## config.mk

```make
export PLATFORM = sky130hd
export DESIGN_NAME = updown_counter
export DESIGN_NICKNAME = d
export VERILOG_FILES = /design/src/rtl/updown_counter.sv
export SDC_FILE = /design/constraint.sdc
export NUM_CORES = 1
export LEC_CHECK = 0
export CAP_MARGIN = 20
export CORE_MARGIN = 1.5
export CORE_UTILIZATION = 30
export CTS_BUF_LIST = sky130_fd_sc_hd__clkbuf_2
export DETAILED_ROUTE_END_ITERATION = 10
export HOLD_SLACK_MARGIN = 0.08
export SKIP_LAST_GASP = 1
export SLEW_MARGIN = 20
export SYNTH_ARGS = -nofsm -noshare
export SYNTH_HDL_FRONTEND = slang
export SYNTH_SLANG_ARGS = --single-unit
```

## constraint.sdc

```tcl
create_clock -name clk -period 2.5 [get_ports clk]
set_input_delay 0.375 -clock clk [delete_from_list [all_inputs] [get_ports clk]]
set_output_delay 0.375 -clock clk [all_outputs]
set_load 0.005 [all_outputs]
```

## src/rtl/updown_counter.sv

```systemverilog
`default_nettype none
// ============================================================================
//  Module   : updown_counter
//  Purpose  : Parametrised up/down counter with synchronous clear/load,
//             wrap or saturate at the bounds, a one-cycle terminal-count
//             pulse and an optional complemented shadow register that flags
//             glitch-induced corruption of the count.
//  Option   : COUNTER_SHADOW_EN - when defined, builds the shadow register
//             and the sticky fault flag; otherwise fault is tied low.
//  Revision : 1.0 - initial release
// ============================================================================
module updown_counter #(
  parameter int unsigned WIDTH       = 8,
  parameter int unsigned MAX_VALUE   = 32'((64'd1 << WIDTH) - 64'd1),
  parameter bit          SATURATE    = 1'b0,
  parameter int unsigned RESET_VALUE = 0
) (
  input  logic             clk,
  input  logic             reset_n,
  input  logic             enable,
  input  logic             up_down,
  input  logic             clear,
  input  logic             load,
  input  logic [WIDTH-1:0] load_value,
  output logic [WIDTH-1:0] count,
  output logic             tc,
  output logic             fault
);

  // Bounds reduced to the counter width once, so every compare is WIDTH bits.
  localparam logic [WIDTH-1:0] MAX_V   = WIDTH'(MAX_VALUE);
  localparam logic [WIDTH-1:0] RESET_V = WIDTH'(RESET_VALUE);
  localparam logic [WIDTH-1:0] ZERO_V  = '0;

  logic [WIDTH-1:0] next_count;
  logic             next_tc;
  logic             at_top;
  logic             at_bottom;

  // A count above MAX_VALUE can only come from corruption; an up-step then
  // behaves exactly as it would at MAX_VALUE, so ">=" rather than "==".
  assign at_top    = (count >= MAX_V);
  assign at_bottom = (count == ZERO_V);

  // Next-state selection: clear > load > enable > hold.
  always_comb begin
    next_count = count;
    next_tc    = 1'b0;
    if (clear) begin
      next_count = RESET_V;
    end else if (load) begin
      next_count = (load_value > MAX_V) ? MAX_V : load_value;
    end else if (enable) begin
      if (up_down) begin
        if (at_top) begin
          next_count = SATURATE ? MAX_V : ZERO_V;
          next_tc    = 1'b1;
        end else begin
          next_count = count + 1'b1;
        end
      end else begin
        if (at_bottom) begin
          next_count = SATURATE ? ZERO_V : MAX_V;
          next_tc    = 1'b1;
        end else begin
          next_count = count - 1'b1;
        end
      end
    end
  end

  // Primary count and terminal-count pulse registers.
  always_ff @(posedge clk or negedge reset_n) begin
    if (!reset_n) begin
      count <= RESET_V;
      tc    <= 1'b0;
    end else begin
      count <= next_count;
      tc    <= next_tc;
    end
  end

`ifdef COUNTER_SHADOW_EN
  logic [WIDTH-1:0] shadow;

  // Shadow holds the complement of the count, written from the same
  // next-state value; any disagreement latches fault until reset_n.
  always_ff @(posedge clk or negedge reset_n) begin
    if (!reset_n) begin
      shadow <= ~RESET_V;
      fault  <= 1'b0;
    end else begin
      shadow <= ~next_count;
      if (count != ~shadow) begin
        fault <= 1'b1;
      end
    end
  end
`else
  assign fault = 1'b0;
`endif

endmodule
`default_nettype wire

```

==> qor.txt <==
Status = complete, no violations
CP Cell Sequence = inv_1 -> ha_1 -> nor3b_1 -> a21oi_1 -> a221o_1 -> o21ai_0
Slowest stage cell, crit path = nor3b_1
Vias in the first global route = 928
Largest family of logic cells by synthesized area = compound AO/OA/AOI/OAI gates
Synth Flop Type = dfrtp_1
Yosys reg bits = 9
Syn nets = 129
Maximum buffer depth of the clock tree = 2
Slew headroom = 0.530
Worst min path class = input pin to asynchronous set/reset pin
# clock sinks = 9
RSZ-0062 raised after global routing = no
ANT cells = 0
Final WS setup = 0.543 ns
Total GRT Usage = 0.169
Arrival time worst endpoint = 2.13 ns
DRC = 0
Synth Cell Area = 878 sq um
Routed wire length = 2.45 mm
Max_cap viols = 0
DRT iter0 DRCs = 20
Hold Slack = 0.419 ns
Final worst path period share = 0.783
Commonest non-fill, non-tap cell in the layout = clkdlybuf4s50_1
DRT Pass-1 Iters = 4
Crit path kind = flip-flop to flip-flop
CTS tree = yes
CP Buf/Inv Count = 1
Most frequent cells in the layout = 22 x clkdlybuf4s50_1, 9 x nor2_1, 9 x a21oi_1, 9 x dfrtp_1, 8 x nand2_1
Buffers on Ports = 22
Number of distinct library cells after synthesis = 42
Ratio of cells with drive above 1 in the final layout = 0.0833
Post-Place Cell Area = 0.00111 sq mm
Fin cells = 163
Crit path largest cell delay = 0.59 ns
Worst slack at placement = 0.555 ns
YS warnings = 0
Final slew viol count = 0
P per Cell Area = 397 mW/mm^2
Mapped Avg Cell Area = 7.84 sq um
Post-Synth Simple-Gate Area = 0.252
Vias per cell = 5.65
Post-synthesis sequential area ratio = 0.256
NumNets Final = 150
Dpl hpwl = 1.89 mm
Grt ovf = 0
Synth async-reset ratio = 1.00
CP Max Fanout = 6
Clock share of power = 0.218
Per-cell routed wire length = 15.0 um
Die W = 57.1 um
Sw Ratio = 0.355
Fillers = 304
Number of synthesized flops with an enable pin = 0
Root buffer cell = clkbuf_2
Final GP Congestion = 0.863
Post-Layout Inst Area = 0.00113 sq mm
DIE AREA = 0.00326 sq mm
Combinational power share = 0.381
Area growth from synthesis to layout = 28.6%
Mapped Cells = 112
Pin count of the biggest net entering global routing = 14
Leakage = 0.450 nW
Mux contribution to synthesized area = 0.0114
Clock transition at the registers of the reported paths = 0.10 ns
Power Total = 0.448 mW
Worst EP required = 2.67 ns
CTS resizes = 0
Final Util = 0.410
Final hold viol count = 0
Post-route minimum period = 1.96 ns
Clk_lat worst skew = 0.25 ns
Placed insts = 159
Post-route ant nets = 0
Die H = 57.1 um
CTS hold repair buffers = 0
Adder-Cell Fraction of Synth Area = 0.0427
Critical path capture point type = flip-flop
Via Count = 921
H-tree levels = 1
Setup_tns = 0 ns
Worst vdd ir = 260 uV
# IOs = 24
Final Skew = 0.00107 ns
Peak Freq = 511 MHz
Compound-gate portion of the synthesized area = 0.298
Initial antenna violation count = 0
Least-Margin Pin Slew = 0.703 ns
Final Setup Violations = 0
Post-Synth XOR/XNOR Area = 0.0399
Internal = 0.289 mW
Crit start category = flip-flop
Psw = 0.159 mW
Core ar. = 0.00276 sq mm
Initial core utilization = 0.319
Core Rows = 19
Seq pwr share = 0.401
Post-CTS setup buffers = 0
Number of clock buffers inserted by TritonCTS = 3
First-pass GRT wire length = 4.28 mm
Delay-heaviest family, CP = compound AO/OA/AOI/OAI gates
[synth_stat cells, drive strengths merged (2+ instances only)]
cell / number / share of area
dfrtp: 9 / 0.26
and2: 2 / 0.014
o2111ai: 2 / 0.020
nor3: 6 / 0.034
ha: 3 / 0.043
a21oi: 9 / 0.051
xnor2: 3 / 0.030
inv: 7 / 0.030
nand2: 8 / 0.034
o21ai: 5 / 0.028
nand3: 5 / 0.028
buf: 9 / 0.061
o31a: 2 / 0.020
nor3b: 6 / 0.051
nor2: 9 / 0.038
a221o: 2 / 0.023
o211ai: 2 / 0.017
[kinds of logic after synthesis]
kind of cell             Yosys count
AND/OR/NAND/NOR                   42
AO/OA/AOI/OAI                     35
buffers and inverters             17
flip-flops                         9
XOR/XNOR                           4
adder cells (fa/ha/maj)            3
other                              1
multiplexers                       1
[flip-flops by register name (all words and copies together), names as in the netlist]
name and cells:
count 8, tc 1
[path summary, 6_finish.rpt]
path | startpoint | slack, ns | end | cells after the start
max | count[0]$_DFFE_PN0P_ | 0.54 | count[4]$_DFFE_PN0P_ | 6
min | reset_n | 0.42 | count[2]$_DFFE_PN0P_ | 1
max reg2reg | count[0]$_DFFE_PN0P_ | 0.54 | count[4]$_DFFE_PN0P_ | 6
min reg2reg | count[7]$_DFFE_PN0P_ | 0.73 | tc$_DFF_PN0_ | 2
max in group asynchronous | reset_n | 1.78 | count[6]$_DFFE_PN0P_ | 1
min in group clk | count[7]$_DFFE_PN0P_ | 0.73 | tc$_DFF_PN0_ | 2
[area by class of cell]
type / instances / area [sq um] / share of cell area
clock buffers: 4 / 20.0 / 0.0177
inverters: 7 / 26.3 / 0.0233
multi-input cells: 86 / 569 / 0.504
flip-flops and latches: 9 / 225 / 0.199
well taps: 31 / 38.8 / 0.0343
repair buffers: 26 / 250 / 0.221
[per-layer routing]
metal,global-route usage,part of all wire,vias to the layer above
li1,-,-,451
met1,0.221,0.46,440
met2,0.282,0.48,30
met4,0.0166,0,0
met5,0,0,-
met3,0.0567,0.061,0
[power by group through the flow]
stage               Combinational (mW)  Sequential (mW)  Clock (mW)
floorplan                        0.114            0.171           0
global placement                 0.170            0.181           0
detailed placement               0.171            0.182           0
CTS                              0.171            0.179       0.104
global route                     0.190            0.183       0.109
finish                           0.171            0.180      0.0978
(Power assumes the default switching activity.)
